==> config.mk <==
export PLATFORM = sky130hd
export DESIGN_NAME = te_mux_arbiter
export DESIGN_NICKNAME = d
export VERILOG_FILES = /design/src/rtl/te_mux_arbiter.sv
export SDC_FILE = /design/constraint.sdc
export NUM_CORES = 1
export LEC_CHECK = 0
export CAP_MARGIN = 20
export CORE_ASPECT_RATIO = 1.4
export CORE_MARGIN = 2
export CORE_UTILIZATION = 35
export CTS_CLUSTER_DIAMETER = 100
export DETAILED_ROUTE_END_ITERATION = 16
export SLEW_MARGIN = 20
export SYNTH_ARGS = -nofsm -noshare
export SYNTH_HDL_FRONTEND = slang
export SYNTH_SLANG_ARGS = --single-unit
==> constraint.sdc <==
create_clock -name clk_i -period 2.2 [get_ports clk_i]
set_clock_uncertainty 0.15 [all_clocks]
set_input_delay 0.55 -clock clk_i [delete_from_list [all_inputs] [get_ports clk_i]]
set_output_delay 0.55 -clock clk_i [all_outputs]
set_load 0.02 [all_outputs]
==> src/rtl/te_mux_arbiter.sv <==
// te_mux_arbiter
//   Four-requester round-robin arbiter with bounded grant tenure. The grant,
//   the shared-datapath mux select, busy and timeout are all registered.
//   A tenure ends on done from the owner, when the owner drops its request,
//   or when the hold limit is reached. When a tenure ends, re-arbitration
//   happens in the same cycle, so the next owner's grant follows with no
//   idle gap.
//
// Ports
//   clk_i       : single clock; all state updates on the rising edge
//   rst_b_i     : asynchronous active-low reset
//   req_i[3:0]  : level request per requester, held until its grant ends
//   done_i[3:0] : end-of-transaction strobe; only the current owner's bit is used
//   grant_o     : one-hot grant, all zero when idle
//   data_sel_o  : index of the current/last owner, drives the 4:1 datapath mux
//   busy_o      : high while any grant is asserted
//   timeout_o   : one-cycle pulse after a release forced only by the hold limit
module te_mux_arbiter #(
    parameter int unsigned MAX_HOLD = 16
) (
    input  logic       clk_i,
    input  logic       rst_b_i,
    input  logic [3:0] req_i,
    input  logic [3:0] done_i,
    output logic [3:0] grant_o,
    output logic [1:0] data_sel_o,
    output logic       busy_o,
    output logic       timeout_o
);

    typedef enum logic {
        S_IDLE,
        S_OWN
    } state_e;

    localparam logic [7:0] HOLD_LAST = 8'(MAX_HOLD - 1);

    state_e     state_q, state_d;
    logic [1:0] owner_q, owner_d;
    logic [1:0] ptr_q, ptr_d;
    logic [7:0] hold_q, hold_d;
    logic [3:0] grant_q, grant_d;
    logic       busy_q, busy_d;
    logic       timeout_q, timeout_d;

    logic       release_w;
    logic       try_arb;
    logic [1:0] arb_base;
    logic [1:0] arb_idx;
    logic [1:0] cand;
    logic       arb_found;

    assign release_w = (state_q == S_OWN) &&
                       (done_i[owner_q] || !req_i[owner_q] || (hold_q == HOLD_LAST));

    // On release the search starts just past the outgoing owner, so the
    // outgoing owner has the lowest priority for this same-cycle arbitration.
    assign try_arb  = (state_q == S_IDLE) || release_w;
    assign arb_base = release_w ? owner_q + 2'd1 : ptr_q;

    always_comb begin
        arb_found = 1'b0;
        arb_idx   = '0;
        cand      = '0;
        for (int unsigned i = 0; i < 4; i++) begin
            cand = arb_base + 2'(i);
            if (!arb_found && req_i[cand]) begin
                arb_found = 1'b1;
                arb_idx   = cand;
            end
        end
    end

    // State register
    always_ff @(posedge clk_i or negedge rst_b_i) begin
        if (!rst_b_i) begin
            state_q   <= S_IDLE;
            owner_q   <= '0;
            ptr_q     <= '0;
            hold_q    <= '0;
            grant_q   <= '0;
            busy_q    <= 1'b0;
            timeout_q <= 1'b0;
        end else begin
            state_q   <= state_d;
            owner_q   <= owner_d;
            ptr_q     <= ptr_d;
            hold_q    <= hold_d;
            grant_q   <= grant_d;
            busy_q    <= busy_d;
            timeout_q <= timeout_d;
        end
    end

    // Next-state logic
    always_comb begin
        state_d = state_q;
        case (state_q)
            S_IDLE: if (arb_found) state_d = S_OWN;
            S_OWN:  if (release_w) state_d = arb_found ? S_OWN : S_IDLE;
            default: state_d = S_IDLE;
        endcase
    end

    // Output / datapath next values
    always_comb begin
        owner_d   = owner_q;
        ptr_d     = ptr_q;
        hold_d    = hold_q;
        grant_d   = grant_q;
        busy_d    = busy_q;
        timeout_d = 1'b0;
        if (state_q == S_OWN) begin
            hold_d = hold_q + 8'd1;
            if (release_w) begin
                ptr_d     = owner_q + 2'd1;
                // Timeout only when the hold limit alone forced the release.
                timeout_d = !done_i[owner_q] && req_i[owner_q];
                grant_d   = '0;
                busy_d    = 1'b0;
            end
        end
        if (try_arb && arb_found) begin
            owner_d = arb_idx;
            grant_d = 4'b0001 << arb_idx;
            busy_d  = 1'b1;
            hold_d  = '0;
        end
    end

    assign grant_o    = grant_q;
    assign data_sel_o = owner_q;
    assign busy_o     = busy_q;
    assign timeout_o  = timeout_q;

endmodule

==> impl_metrics.csv, run 1 <==
group,metric,value,unit
status,violations,"setup timing",
power_and_ir_drop,p_per_area,1063,nW/um^2
placed_design,postPlaceCellArea,1543,um^2
setup_path,reg2reg_depth,7,
power_and_ir_drop,leakagePower,0.0007424,uW
placed_design,io_buffer_count,17,
placed_design,dp_hpwl,2155,um
global_routing,grtUsageTotal,16.94,%
setup_path,arrival,2.35,ns
timing,finalHoldViolCount,0,
clocking,clockRootBuffer,"clkbuf_8",
power_and_ir_drop,p_int,1088,uW
timing,hold_slack,0.3360,ns
clocking,cts.path.max_buffers,2,
final_layout,fin_util,53.44,%
timing,fmax,0.4340,GHz
global_routing,grt_pass1_vias,1107,
power_and_ir_drop,p_comb_share,57.3,%
yosys,synth-warning-count,0,
placed_design,preCtsSetupSlack,-0.6187,ns
setup_path,critical_path.max_fanout,6,
global_routing,grt_pass1_wl,4740,um
power_and_ir_drop,pwr-share-seq,29.0,%
route,vias_per_cell,5.110,
yosys,avgSynthCellArea,9.943,um^2
route,vias,1022,
final_layout,nets,173,
timing,slew_headroom,52.04,%
hold_path,hold_path_depth,2,
clocking,numCtsBuffers,3,
timing,worst_pin_slew,0.7118,ns
route,avgRoutedWirePerCell,13.88,um
route,routed_wl,2775,um
timing,rsz0062_at_grt,"yes",
clocking,clkLatencyLatePin,0.25,ns
setup_path,critPathLaunchType,"input pin",
timing,fin_crit_sh,104.7,%
final_layout,drive_above_1_share,36.02,%
die,ios,18,
clocking,cts_hold_buf,0,
route,drtAntennaViolNets,0,
final_layout,syn_to_final_growth,47.11,%
clocking,clk_pin_slew,0.07,ns
clocking,cts_tree,"done",
yosys,ys_seq_area_share,42.32,%
flow_run,cap_violations,0,
die,die_y,71.04,um
clocking,cts.sinks,19,
final_layout,antennaDiodeCount,0,
global_routing,antenna_found_initial,0,
route,drc,0,
placed_design,place.gp.congestion,0.8870,
yosys,yosysUniqueCellTypes,39,
timing,fin_crit,2.304,ns
power_and_ir_drop,p_sw_share,38.03,%
die,die_width,51.89,um
yosys,netlist_area,1124,um^2
yosys,syn_nets,124,
setup_path,endpoint_kind,"flip-flop",
timing,maxSlewViolCount,0,
yosys,ys_seq_elements,19,
die,coreArea,3093,um^2
global_routing,grt_start_max_net_pins,20,
timing,setup_viol,5,
global_routing,grt_overflow,0,
route,drt_pass1_iterations,4,
setup_path,critPathRequiredTime,2.24,ns
hold_path,min_path_type,"reg2reg",
die,start_util,36.33,%
final_layout,design_area,1653,um^2
route,drt_iter0_markers,8,
timing,setup_slack,-0.1042,ns
yosys,netlist_instances,113,
power_and_ir_drop,power_frac_clock,13.6,%
setup_path,worstSetupPathType,"in2reg",
die,dieArea,3686,um^2
power_and_ir_drop,ir_drop,0.6647,mV
power_and_ir_drop,p_switching,667.9,uW
status,status,"finished, violations left",
clocking,h-tree-depth,1,
die,num_rows,24,
==> sequential cells by signal, summed over array words and instances (netlist names) <==
register and cells:
hold_q 8, ptr_q 2, timeout_o 1, state_q 1
data_sel_o 2, grant_o 4, busy_o 1
==> final timing paths <==
check	start	to	slack [ns]
min in group asynchronous	rst_b_i	hold_q[2]	0.48
max in group asynchronous	rst_b_i	grant_o[3]	1.22
setup / recovery	req_i[2]	grant_o[1]	-0.10
setup reg to reg	hold_q[0]	grant_o[1]	-0.09
hold / removal	grant_o[2]	grant_o[2]	0.34
hold reg to reg	grant_o[2]	grant_o[2]	0.34
==> metal layers <==
| metal | vias up | GRT usage (%) | part of all wire, % |
|---|---|---|---|
| li1 | 501 | - | - |
| met1 | 493 | 18.55 | 38 |
| met2 | 24 | 31.36 | 57 |
| met3 | 4 | 1.266 | 2.5 |
| met4 | 0 | 8.480 | 2.1 |
| met5 | - | 0 | 0 |
==> synthesized netlist by cell type, drive strengths merged <==
cell type | n | share of area [%]
inv | 6 | 2.0
xnor2 | 3 | 2.3
mux4 | 1 | 2.0
o211ai | 1 | 0.67
o22ai | 1 | 0.56
maj3 | 1 | 0.89
a2bb2oi | 2 | 1.6
nand2 | 12 | 4.0
xor2 | 5 | 3.9
buf | 2 | 1.3
ha | 1 | 1.1
mux2i | 6 | 5.3
o31ai | 1 | 0.67
a32oi | 2 | 1.6
o41ai | 1 | 0.78
mux2 | 1 | 1.3
a21oi | 3 | 2.7
and4 | 1 | 1.0
nand4b | 1 | 0.78
nor4 | 2 | 2.5
dfrtp | 19 | 42
nand2b | 1 | 0.56
clkbuf | 3 | 1.0
nand3 | 2 | 0.89
and2 | 1 | 0.56
o21ai | 7 | 3.1
o221ai | 2 | 1.6
nor2b | 4 | 2.9
o221a | 1 | 1.0
a22o | 2 | 1.6
nor2 | 13 | 4.3
or4 | 2 | 1.3
a21o | 1 | 0.78
nand4 | 2 | 1.1
==> stage by stage <==
stage / instances / setup TNS (ns) / power [uW]
after floorplan: 113 / -1.098 / 1084
after detailed placement: 193 / -8.723 / 1440
after CTS: 199 / -0.3368 / 1737
after global routing: 200 / -1.558 / 1875
final: 200 / -0.3572 / 1756
after global placement: 193 / -8.442 / 1427
==> logic make-up (layout without fill, tap and decap cells) <==
family,after synthesis,count (layout),share of synthesized area [%]
compound gates,24,24,16.48
xor+xnor,8,8,6.236
fa+ha+maj,2,2,2.004
buf+inv,11,59,4.342
flops,19,19,42.32
mux,8,8,8.686
simple gates,41,41,19.93
==> cells in the final DEF (no fill, tap or decap), types with 3 or more instances in the layout <==
cell             count
nor2b_1              3
xnor2_1              3
nand2_1             12
mux2i_1              4
nor2_1              13
dfrtp_1             19
clkdlybuf4s15_1      3
inv_1                6
buf_6                5
buf_4               30
clkbuf_8             3
xor2_1               5
clkdlybuf4s50_1      9
o21ai_0              5
==> timing repair <==
item,in CTS,in global routing
resized for setup,36,4
setup buffers,2,1
setup endpoints to repair,15,14
gates cloned,0,0
pin swaps,6,7
==> critical path, cell delays in order <==
cell,delay (ns)
buf_2,0.10
nor2b_1,0.12
mux4_2,0.54
mux2_4,0.34
and4_4,0.18
nor4_4,0.34
a22o_1,0.17
==> cell type report <==
class,instances,area (um^2)
fillers,274,1440
multi-input cells,83,649.4
flip-flops and latches,19,475.5
repair buffers,49,411.6
well taps,39,48.80
clock buffers,4,45.04
inverters,6,22.52
==> power groups by stage <==
stage | combinational [uW] | sequential (uW) | clock, uW
floorplan | 535 | 549 | 0
global placement | 915 | 511 | 0
detailed placement | 924 | 516 | 0
CTS | 981 | 510 | 246
global route | 1090 | 522 | 264
finish | 1010 | 510 | 239
(Power assumes the default switching activity.)
==> inputs of run 2 (changes only) <==
Settings changed: CORE_UTILIZATION 35 to 40.
Clock period 2.2 ns to 2.66 ns, I/O delays scaled along.
==> run 2 against run 1 <==
  * The flow now finishes without violations
  * Worst hold slack gained 0.015 ns
  * Combinational power shrank 27%
  * Via count shrank 4.6%
  * Non-clock buffer count shrank 14
  * Sequential share of layout area grew 2.9 points
  * Critical path depth is the same
==> impl_metrics.csv, run 2 (same netlist as run 1, synthesis figures left out) <==
group,metric,value,unit
final_layout,layout_commonest_cell,"dfrtp_1",
hold_path,min_path_type,"reg2reg",
final_layout,largest_register,"hold_q",
timing,slew_headroom,61.85,%
global_routing,grtUsageTotal,17.99,%
route,drtAntennaViolNets,0,
timing,hold_slack,0.3515,ns
global_routing,grt_overflow,0,
global_routing,grt_pass1_vias,998,
global_routing,grt_start_max_net_pins,20,
global_routing,grt_pass1_wl,4353,um
clocking,h-tree-depth,1,
route,dr_wl_met3,64,um
timing,maxSlewViolCount,0,
final_layout,syn_to_final_growth,33.74,%
power_and_ir_drop,p_per_area,874.4,nW/um^2
final_layout,layout_common_cells,"dfrtp_1 (19), buf_4 (18), nor2_1 (13), nand2_1 (12), clkdlybuf4s50_1 (9)",
power_and_ir_drop,leakagePower,0.0007316,uW
route,drc,0,
setup_path,worst-path-buf-inv,0,
route,avgRoutedWirePerCell,14.29,um
setup_path,worstSetupPathType,"reg2reg",
setup_path,arrival,2.55,ns
die,coreArea,2643,um^2
route,wl_met1,1050,um
timing,setup_tns,0,ns
timing,fin_crit,2.506,ns
global_routing,antenna_found_initial,0,
clocking,clockRootBuffer,"clkbuf_4",
clocking,numCtsBuffers,3,
final_layout,antennaDiodeCount,0,
final_layout,nets,159,
status,status,"finished, final reports clean",
timing,rsz0062_at_grt,"no",
die,start_util,42.52,%
route,wl_met2,1392,um
route,routed_wl,2615,um
placed_design,place.gp.congestion,0.8705,
timing,worst_pin_slew,0.5663,ns
setup_path,cp.depth,7,
setup_path,slowest_delay,0.57,ns
die,die_y,66.71,um
die,num_rows,22,
route,drt_pass1_iterations,4,
setup_path,path_cells,"ha_1, nand4b_1, or4_1, and2_1, o221ai_1, o221ai_1, a22o_1",
flow_run,cap_violations,0,
timing,finalHoldViolCount,0,
timing,fin_crit_sh,94.19,%
placed_design,dp_hpwl,2040,um
clocking,clkLatencyLatePin,0.30,ns
setup_path,endpoint_kind,"flip-flop",
setup_path,crit_slowest_cell,"or4_1",
placed_design,io_buffer_count,17,
setup_path,reg2reg_depth,7,
route,highest_layer,"met4",
setup_path,crit_family,"simple AND/OR/NAND/NOR gates",
route,drt_iter0_markers,17,
timing,fmax,0.3991,GHz
timing,setup_viol,0,
power_and_ir_drop,ir_drop,0.5950,mV
route,vias_per_cell,5.328,
clocking,cts_tree,"done",
setup_path,critical_path.max_fanout,7,
die,dieArea,3255,um^2
clocking,cts.sinks,19,
setup_path,cpMostUsedCell,"o221ai_1",
setup_path,critPathLaunchType,"flip-flop",
hold_path,hold_path_depth,2,
setup_path,critPathRequiredTime,2.71,ns
clocking,clk_pin_slew,0.11,ns
clocking,cts.path.max_buffers,2,
route,vias,975,
final_layout,largest_register_ffs,8,
die,ios,18,
die,die_width,48.79,um
final_layout,drive_above_1_share,22.45,%
-- run 2: layout make-up --
cell class                      count  area, um^2
Timing Repair Buffer               35       325.3
Clock buffer                        3       22.52
Fill cell                         253        1140
Clock inverter                      1       5.005
Multi-Input combinational cell     83       606.8
Sequential cell                    19       475.5
Tap cell                           36       45.04
Inverter                            6       22.52
-- run 2: worst paths after layout --
kind                            start       endpoint  slack (ns)
min in group asynchronous     rst_b_i      hold_q[0]        0.53
max                         hold_q[0]     grant_o[1]        0.15
max in group asynchronous     rst_b_i  data_sel_o[1]        1.62
max reg2reg                 hold_q[0]     grant_o[1]        0.15
min                        grant_o[2]     grant_o[2]        0.35
min reg2reg                grant_o[2]     grant_o[2]        0.35
-- run 2: report_power, final --
| part | switching (uW) | leakage [uW] | internal (uW) |
|---|---|---|---|
| Clock | 90.6 | 0.0000177 | 56.2 |
| Sequential | 69.8 | 0.000242 | 358 |
| Combinational | 355 | 0.000472 | 385 |
| Total | 515 | 0.000732 | 799 |
-- run 2: worst register-to-register path: cells and delay by family, from the launching register on --
kind | cells | cell delay (ns)
AOI/OAI and AO/OA | 3 | 0.71
adders and majority gates | 1 | 0.21
DFF | 1 | 0.42
and+or+nand+nor | 3 | 0.91
-- run 2: through the flow --
step                      instance area (um^2)  total power [uW]  utilization [%]  setup WS, ns  std cells
after global routing                      1503              1417            56.87       0.03526        183
after floorplan                           1124             881.0                -        0.1001        113
after detailed placement                  1440              1161            54.50       -0.3346        178
final                                     1503              1314            56.87        0.1545        183
after global placement                    1440              1147            54.50       -0.2869        178
after CTS                                 1468              1311            55.54     0.0001477        182
-- run 2: timing repair --
item | 4_1_cts | 5_1_grt
buffers inserted | 0 | 1
endpoints found under the setup margin | 0 | 6
gates resized for setup | 0 | 10
hold buffers | 0 | 0
-- run 2: metal layers --
metal	up-vias	global-route usage [%]
met2	22	33.22
met5	-	0
li1	476	-
met1	468	19.18
met3	9	2.242
met4	0	11.79
